[config.mk]
export PLATFORM = sky130hd
export DESIGN_NAME = id_ex_operand_stage
export DESIGN_NICKNAME = d
export VERILOG_FILES = /design/src/rtl/pipeline_pkg.sv /design/src/rtl/forwarding_unit.sv /design/src/rtl/id_ex_operand_stage.sv
export SDC_FILE = /design/constraint.sdc
export NUM_CORES = 1
export LEC_CHECK = 0
export ABC_CLOCK_PERIOD_IN_PS = 2510
export CORE_ASPECT_RATIO = 0.7
export CORE_MARGIN = 2
export CORE_UTILIZATION = 40
export DETAILED_ROUTE_END_ITERATION = 8
export HOLD_SLACK_MARGIN = 0.15
export PLACE_DENSITY = 0.81
export SLEW_MARGIN = 20
export SYNTH_ARGS = -nofsm -noshare
export SYNTH_HDL_FRONTEND = slang
export SYNTH_SLANG_ARGS = --single-unit
[constraint.sdc]
create_clock -name clk -period 2.51 [get_ports clk]
set_input_delay 0.502 -clock clk [delete_from_list [all_inputs] [get_ports clk]]
set_output_delay 0.502 -clock clk [all_outputs]
set_load 0.005 [all_outputs]
[src/rtl/pipeline_pkg.sv]
// Shared types for the RV32I ID/EX stage: ALU op codes, forwarding selects, stage record.
package pipeline_pkg;

  localparam int XLEN = 32;
  localparam int OP_W = 4;
  localparam int RA_W = 5;

  typedef enum logic [OP_W-1:0] {
    ALU_AND = 4'd0,
    ALU_OR  = 4'd1,
    ALU_ADD = 4'd2,
    ALU_SLL = 4'd3,
    ALU_SRL = 4'd4,
    ALU_SUB = 4'd5,
    ALU_SRA = 4'd6,
    ALU_SLT = 4'd7,
    ALU_BEQ = 4'd8,
    ALU_BNE = 4'd9,
    ALU_BLT = 4'd10,
    ALU_BGE = 4'd11,
    ALU_XOR = 4'd12,
    ALU_LUI = 4'd13
  } alu_op_t;

  typedef enum logic [1:0] {
    FWD_NONE = 2'd0,
    FWD_MWB  = 2'd1,
    FWD_EXM  = 2'd2
  } fwd_sel_t;

  typedef struct packed {
    logic            valid;
    logic [XLEN-1:0] pc;
    logic [XLEN-1:0] rs1_data;
    logic [XLEN-1:0] rs2_data;
    logic [XLEN-1:0] imm;
    logic [RA_W-1:0] rs1;
    logic [RA_W-1:0] rs2;
    logic [RA_W-1:0] rd;
    alu_op_t         alu_op;
    logic            alu_src;
    logic            a_sel_pc;
    logic            reg_write;
    logic            mem_read;
    logic            mem_write;
    logic            mem_to_reg;
  } id_ex_t;

  localparam id_ex_t ID_EX_BUBBLE = '0;

  function automatic logic [XLEN-1:0] fwd_mux(input fwd_sel_t sel,
                                              input logic [XLEN-1:0] exm,
                                              input logic [XLEN-1:0] mwb,
                                              input logic [XLEN-1:0] own);
    case (sel)
      FWD_EXM: return exm;
      FWD_MWB: return mwb;
      default: return own;
    endcase
  endfunction

endpackage

[src/rtl/forwarding_unit.sv]
// Picks the freshest producer of one source register; EX/MEM beats MEM/WB, x0 never forwards.
module forwarding_unit
  import pipeline_pkg::*;
#(
  parameter int REG_ADDR_W = RA_W
) (
  input  logic [REG_ADDR_W-1:0] rs,
  input  logic                  exm_reg_write,
  input  logic [REG_ADDR_W-1:0] exm_rd,
  input  logic                  mwb_reg_write,
  input  logic [REG_ADDR_W-1:0] mwb_rd,
  output fwd_sel_t              sel
);

  always_comb begin
    sel = FWD_NONE;
    if (exm_reg_write && (exm_rd != '0) && (exm_rd == rs)) begin
      sel = FWD_EXM;
    end else if (mwb_reg_write && (mwb_rd != '0) && (mwb_rd == rs)) begin
      sel = FWD_MWB;
    end
  end

endmodule

[src/rtl/id_ex_operand_stage.sv]
// ID/EX pipeline register with EX-stage operand forwarding and load-use hazard detection.
module id_ex_operand_stage
  import pipeline_pkg::*;
#(
  parameter int DATA_WIDTH    = XLEN,
  parameter int OPCODE_LENGTH = OP_W,
  parameter int REG_ADDR_W    = RA_W
) (
  input  logic                     clk,
  input  logic                     reset,
  input  logic                     stall,
  input  logic                     flush,
  input  logic                     id_valid,
  input  logic [DATA_WIDTH-1:0]    id_pc,
  input  logic [DATA_WIDTH-1:0]    id_rs1_data,
  input  logic [DATA_WIDTH-1:0]    id_rs2_data,
  input  logic [DATA_WIDTH-1:0]    id_imm,
  input  logic [REG_ADDR_W-1:0]    id_rs1,
  input  logic [REG_ADDR_W-1:0]    id_rs2,
  input  logic [REG_ADDR_W-1:0]    id_rd,
  input  logic [OPCODE_LENGTH-1:0] id_alu_op,
  input  logic                     id_alu_src,
  input  logic                     id_a_sel_pc,
  input  logic                     id_reg_write,
  input  logic                     id_mem_read,
  input  logic                     id_mem_write,
  input  logic                     id_mem_to_reg,
  input  logic                     exm_reg_write,
  input  logic [REG_ADDR_W-1:0]    exm_rd,
  input  logic [DATA_WIDTH-1:0]    exm_result,
  input  logic                     mwb_reg_write,
  input  logic [REG_ADDR_W-1:0]    mwb_rd,
  input  logic [DATA_WIDTH-1:0]    mwb_result,
  output logic [DATA_WIDTH-1:0]    SrcA,
  output logic [DATA_WIDTH-1:0]    SrcB,
  output logic [OPCODE_LENGTH-1:0] Operation,
  output logic                     ex_valid,
  output logic [REG_ADDR_W-1:0]    ex_rd,
  output logic                     ex_reg_write,
  output logic                     ex_mem_read,
  output logic                     ex_mem_write,
  output logic                     ex_mem_to_reg,
  output logic [DATA_WIDTH-1:0]    ex_store_data,
  output logic                     load_use_hazard
);

  id_ex_t   stage_d;
  id_ex_t   stage_q;
  fwd_sel_t fwd_a_sel;
  fwd_sel_t fwd_b_sel;
  logic [DATA_WIDTH-1:0] fwd_rs1;
  logic [DATA_WIDTH-1:0] fwd_rs2;

  // Control bits are qualified by id_valid so a bubble can never write state downstream.
  always_comb begin
    stage_d = stage_q;
    if (flush) begin
      stage_d = ID_EX_BUBBLE;
    end else if (!stall) begin
      stage_d.valid      = id_valid;
      stage_d.pc         = id_pc;
      stage_d.rs1_data   = id_rs1_data;
      stage_d.rs2_data   = id_rs2_data;
      stage_d.imm        = id_imm;
      stage_d.rs1        = id_rs1;
      stage_d.rs2        = id_rs2;
      stage_d.rd         = id_rd;
      stage_d.alu_op     = alu_op_t'(id_alu_op);
      stage_d.alu_src    = id_alu_src;
      stage_d.a_sel_pc   = id_a_sel_pc;
      stage_d.reg_write  = id_valid & id_reg_write;
      stage_d.mem_read   = id_valid & id_mem_read;
      stage_d.mem_write  = id_valid & id_mem_write;
      stage_d.mem_to_reg = id_valid & id_mem_to_reg;
    end
  end

  always_ff @(posedge clk) begin
    if (reset) begin
      stage_q <= ID_EX_BUBBLE;
    end else begin
      stage_q <= stage_d;
    end
  end

  // EX stage: operands resolved from live EX/MEM and MEM/WB results, even while stalled.
  forwarding_unit #(.REG_ADDR_W(REG_ADDR_W)) u_fwd_rs1 (
    .rs            (stage_q.rs1),
    .exm_reg_write (exm_reg_write),
    .exm_rd        (exm_rd),
    .mwb_reg_write (mwb_reg_write),
    .mwb_rd        (mwb_rd),
    .sel           (fwd_a_sel)
  );

  forwarding_unit #(.REG_ADDR_W(REG_ADDR_W)) u_fwd_rs2 (
    .rs            (stage_q.rs2),
    .exm_reg_write (exm_reg_write),
    .exm_rd        (exm_rd),
    .mwb_reg_write (mwb_reg_write),
    .mwb_rd        (mwb_rd),
    .sel           (fwd_b_sel)
  );

  always_comb begin
    fwd_rs1 = fwd_mux(fwd_a_sel, exm_result, mwb_result, stage_q.rs1_data);
    fwd_rs2 = fwd_mux(fwd_b_sel, exm_result, mwb_result, stage_q.rs2_data);
  end

  assign SrcA          = stage_q.a_sel_pc ? stage_q.pc : fwd_rs1;
  assign SrcB          = stage_q.alu_src ? stage_q.imm : fwd_rs2;
  assign ex_store_data = fwd_rs2;
  assign Operation     = stage_q.alu_op;
  assign ex_valid      = stage_q.valid;
  assign ex_rd         = stage_q.rd;
  assign ex_reg_write  = stage_q.reg_write;
  assign ex_mem_read   = stage_q.mem_read;
  assign ex_mem_write  = stage_q.mem_write;
  assign ex_mem_to_reg = stage_q.mem_to_reg;

  // A load in EX cannot feed the instruction now in ID without one stall cycle.
  assign load_use_hazard = stage_q.valid & stage_q.mem_read & (stage_q.rd != '0) & id_valid &
                           ((id_rs1 == stage_q.rd) | (id_rs2 == stage_q.rd));

endmodule

======== Word level (Yosys, flattened, before mapping) ========
Index checks and enable logic that the tools add are counted.
word-level totals
  output and inout port bits .............. 111
  register bits ........................... 154
  logic and storage cells ................. 52
operators by class
  equality and inequality tests ........... 10
  mux-type cells .......................... 8
  bitwise logic cells ..................... 9
  reduce and logical (&&, ||, !) cells .... 10
operator list
  kind                                                 count
  one-hot mux 32 bit (2 select lines)                  2
  two-way mux 32 bit                                   2
  equality test 5 bit                                  6
  nonzero test 5 bit                                   3
  bitwise AND 1 bit                                    8
  logical AND 1 bit                                    6
  equality test 2 x 1 -> 1 bit, second input constant  2
  equality test 2 bit, second input constant           2
  two-way mux 2 bit                                    2
  two-way mux 1 bit                                    2
  OR reduction 2 bit                                   1
  OR 1 bit                                             1

======== Longest topological paths before layout ========
  word-level depth ........................ 8
  gate-level depth with buffers ........... 8
  mapped depth without buffers ............ 5

======== Hierarchy ========
From an unflattened synthesis, not the netlist that was laid out.
unflattened totals
  cells, all modules ...................... 897
  area, all modules ....................... 7823.8 um2
by module, submodules not included
  module               cells each  area each (um2)  times used
  id_ex_operand_stage  857         7521.0           1
  forwarding_unit      20          151.4            2

======== Worst setup path before layout ========
Ideal clock, no wire load.
  kind .................................... input-to-output
  start point ............................. in exm_rd[0]
  end point ............................... out SrcB[10]
  arrival ................................. 2.047 ns
  buffers on the path ..................... 2
  cell stages on the path ................. 7
  setup slack ............................. -0.039 ns
  cell sequence ........................... or4_1 -> o211ai_2 -> or2_1 -> buf_2 -> buf_4 -> a31oi_1 -> mux2_2
on the way
  cells in the longest elaborated chain, start to end .. 7
RTL lines
  what                                                                 line                        RTL
  start: declaration                                                   id_ex_operand_stage.sv:29   input logic [REG_ADDR_W-1:0] exm_rd,
  nonzero test 5 bit                                                   forwarding_unit.sv:17       if (exm_reg_write && (exm_rd != '0) && (exm_rd == rs)) begin
  logical AND 1 bit                                                    forwarding_unit.sv:17
  logical AND 1 bit (*)                                                forwarding_unit.sv:17
  two-way mux 2 bit (*)                                                forwarding_unit.sv:17
  equality test 2 x 1 -> 1 bit or equality test 2 bit (tied branches)  pipeline_pkg.sv:55          case (sel)
  one-hot mux 32 bit (2 select lines) (*)                              pipeline_pkg.sv:55
  via ex_store_data[10]                                                id_ex_operand_stage.sv:43   output logic [DATA_WIDTH-1:0] ex_store_data,
  two-way mux 32 bit (*)                                               id_ex_operand_stage.sv:111  assign SrcB = stage_q.alu_src ? stage_q.imm : fwd_rs2;
  end: declaration                                                     id_ex_operand_stage.sv:35   output logic [DATA_WIDTH-1:0] SrcB,
The timed path passes the listed nets; every way through them passes the cells marked *.

======== Worst setup path after layout ========
  start point ............................. reg stage_q[15] in the netlist's numbering
  end point ............................... out SrcB[17]
on the way
  cells in the longest elaborated chain, start to end .. 7
RTL lines
  what                                                                 line                        RTL
  start: declaration                                                   id_ex_operand_stage.sv:48   id_ex_t stage_q;
  start signal: assignment                                             id_ex_operand_stage.sv:82   stage_q <= stage_d;
  equality test 5 bit                                                  forwarding_unit.sv:19       end else if (mwb_reg_write && (mwb_rd != '0) && (mwb_rd == rs)) begin
  logical AND 1 bit                                                    forwarding_unit.sv:19
  two-way mux 1 bit                                                    forwarding_unit.sv:19
  two-way mux 2 bit (*)                                                forwarding_unit.sv:17
  equality test 2 x 1 -> 1 bit or equality test 2 bit (tied branches)  pipeline_pkg.sv:55
  one-hot mux 32 bit (2 select lines) (*)                              pipeline_pkg.sv:55
  two-way mux 32 bit (*)                                               id_ex_operand_stage.sv:111
Mark *: on every way between the ends. The rest lies on a longest branch, timed or not.

==> summary.txt <==
Status
  • Run status: complete, but fails checks
  • Failing checks: negative setup slack

Timing
  • WHS: 0.501 ns
  • RSZ-0062 raised after global routing: yes
  • Final worst setup slack: -0.729 ns
  • Slew Limit Fails: 0
  • Hold violation count in the final report: 0
  • Slew of the pin with the lowest slew margin: 0.610 ns
  • Final setup violation count: 96
  • Fin Clk Skew: 0 ns
  • Max Fclk: 0.309 GHz
  • Rel. slew slack: 0.594
  • Final min period: 3.24 ns
  • Final period util: 1.29

Worst setup path
  • Endpoint arrival time on the critical path: 2.74 ns
  • Crit-path max FO: 7
  • Critical path type: flip-flop to output pin
  • Critical path cell sequence: xor2_2, or4b_4, buf_16, o31ai_4, a31oi_4, buf_6, mux2_2, clkbuf_2
  • WP data required: 2.01 ns
  • Slowest-stage cell, CP: or4b_4
  • Worst stage delay on the critical path: 0.66 ns
  • Startpoint types: flip-flop
  • Crit. End Element: output pin

Place
  • Cell Area, Placed: 13100 sq um
  • I/O Buffers: 344
  • Final HPWL DP: 25.1 mm
  • Placed cells: 1624
  • Final GP Congestion: 0.910
  • Placement Setup Slack: -1.30 ns

Synthesis
  • Yosys cell types: 32
  • Register area share after synthesis: 0.364
  • Post-synth top cells: 181 x mux2i_1, 156 x nor2_1, 154 x dfxtp_1
  • Number of synthesized register bits: 154
  • Post-Syn Instances: 975
  • Ys async rst share: 0
  • Cell taking the most area after synthesis: dfxtp_1
  • Largest cells by area after synthesis: dfxtp_1 36%, mux2i_1 21%, nor2_1 6.9%
  • Cell with the most instances after synthesis: mux2i_1
  • Ys flop type: dfxtp_1
  • Post-synth EDFFs: 0
  • Post-Syn Area: 8460 sq um
  • Yosys warnings: 0
  • Yosys top cell area share: 0.364
  • Syn_nets: 1209
  • Syn Area/Cell: 8.67 sq um

Die
  • Starting density of the core: 0.408
  • CORE AREA: 20800 sq um
  • Die width: 178 um
  • Boundary Pins: 345
  • Die Ht: 126 um
  • Die ar.: 22300 sq um
  • Core Rows: 44

Routing
  • Via Count: 9952
  • WL/cell: 23.7 um
  • Initial DRC Count: 853
  • 1st-pass router iterations: 6
  • Via density: 5.78
  • Final wirelength: 40.9 mm
  • Antenna viol nets, final: 0
  • DRC Markers: 0

Job
  • Max-cap violation count: 0

Finish
  • Most flops, register: stage_q
  • Final Net Count: 1668
  • Fin cells: 1723
  • Share of post-route cells with drive strength above 1: 0.361
  • P&R area growth vs syn: 88.6%
  • Max reg flops: 140
  • Cell area after layout: 16000 sq um

CTS
  • Clock buffer count from CTS: 17
  • CTS tree: yes
  • Worst skew pair latency: 0.43 ns
  • Clock H-tree levels: 4
  • Max clock buf depth: 2
  • Hold Buf Count CTS: 0
  • Clock sink count: 154
  • Worst-path clk slew: 0.07 ns
  • Root Driver: clkbuf_16

Global route
  • Vias in the first global route: 10200
  • Tot GR Track Use: 0.343
  • Largest net degree at the start of global routing: 84
  • Initial antenna violation count: 2
  • First-pass GRT wire length: 58.3 mm
  • GRT overflow: 0

Power
  • Worst VDD drop: 0.000361 V
  • LEAKAGE: 6.40 nW
  • Pwr dens: 442 nW/um^2
  • Power Total: 0.00705 W

Hold path
  • Worst hold path type: flip-flop to flip-flop
-- power by group --
part	internal (W)	switching (W)	leakage, nW	total (W)
logic	0.00102	0.000805	4.87	0.00182
clock network	0.00150	0.00113	0.276	0.00263
registers	0.00252	0.0000719	1.26	0.00260
total	0.00504	0.00200	6.40	0.00705
-- critical path: cells and delay by family, from the launching register on --
kind            cells  cell delay (ns)
compound gates      2             0.43
xor+xnor            1             0.15
buf+inv             3             0.44
flops               1             0.34
mux                 1             0.26
simple gates        1             0.66
-- area by class of cell --
class	count	area, sq um
multi-input cells	686	6300
repair buffers	546	5510
fillers	1305	4800
flip-flops and latches	154	3100
clock buffers	19	443
well taps	276	345
clock inverters	12	140
inverters	29	109
diodes	1	2.50
-- routing by layer --
layer  vias to the layer above  wire length (um)  global-route usage  share of wire
met1                      4776             15200               0.383           0.37
met3                       163              3500              0.0897          0.086
met5                         -                 7                   0        0.00017
li1                       4412                 -                   -              -
met2                       599             20100               0.598           0.49
met4                         2              2140               0.181          0.052
-- placed cells by master (no fill, tap or decap), drive strengths merged, types with 33 or more instances in the layout --
cell type	count
buf	291
clkbuf	34
clkdlybuf4s50	234
dfxtp	154
mux2i	181
nand2	33
nand3	34
nor2	156
nor3	64
nor4	33
o31ai	35
-- path summary, 6_finish.rpt --
| check | from | end | slack (ns) | cells after the start |
|---|---|---|---|---|
| setup / recovery | stage_q[15]$_SDFFE_PP0N_ | SrcB[17] | -0.73 | 8 |
| hold / removal | Operation[1]$_SDFFE_PP0N_ | Operation[1]$_SDFFE_PP0N_ | 0.50 | 2 |
| setup reg to reg | stage_q[4]$_SDFFE_PP0N_ | stage_q[4]$_SDFFE_PP0N_ | 1.42 | 3 |
| hold reg to reg | Operation[1]$_SDFFE_PP0N_ | Operation[1]$_SDFFE_PP0N_ | 0.50 | 2 |
-- kinds of logic (layout without fill, tap and decap cells) --
family                 after synthesis  in the layout  share of synthesized area
AND/OR/NAND/NOR                    335            335                      0.180
other                                0              1                          0
flip-flops                         154            154                      0.364
buffers and inverters              135            606                     0.0728
XOR/XNOR                            30             30                     0.0311
AO/OA/AOI/OAI                      108            108                     0.0948
multiplexers                       213            213                      0.257
-- timing repair --
| action | 4_1_cts | 5_1_grt |
|---|---|---|
| gates resized for setup | 696 | 100 |
| gates cloned | 7 | 2 |
| setup buffers | 60 | 36 |
| pin swaps | 84 | 71 |
| setup endpoints to repair | 97 | 96 |
-- per-stage QoR --
step / setup TNS [ns] / util
finish: -54.22 / 0.769
global route: -60.36 / 0.769
floorplan: -0.344 / -
CTS: -52.49 / 0.741
global placement: -103.82 / 0.631
detailed placement: -105.17 / 0.631
Power figures use the tool's default switching activity.
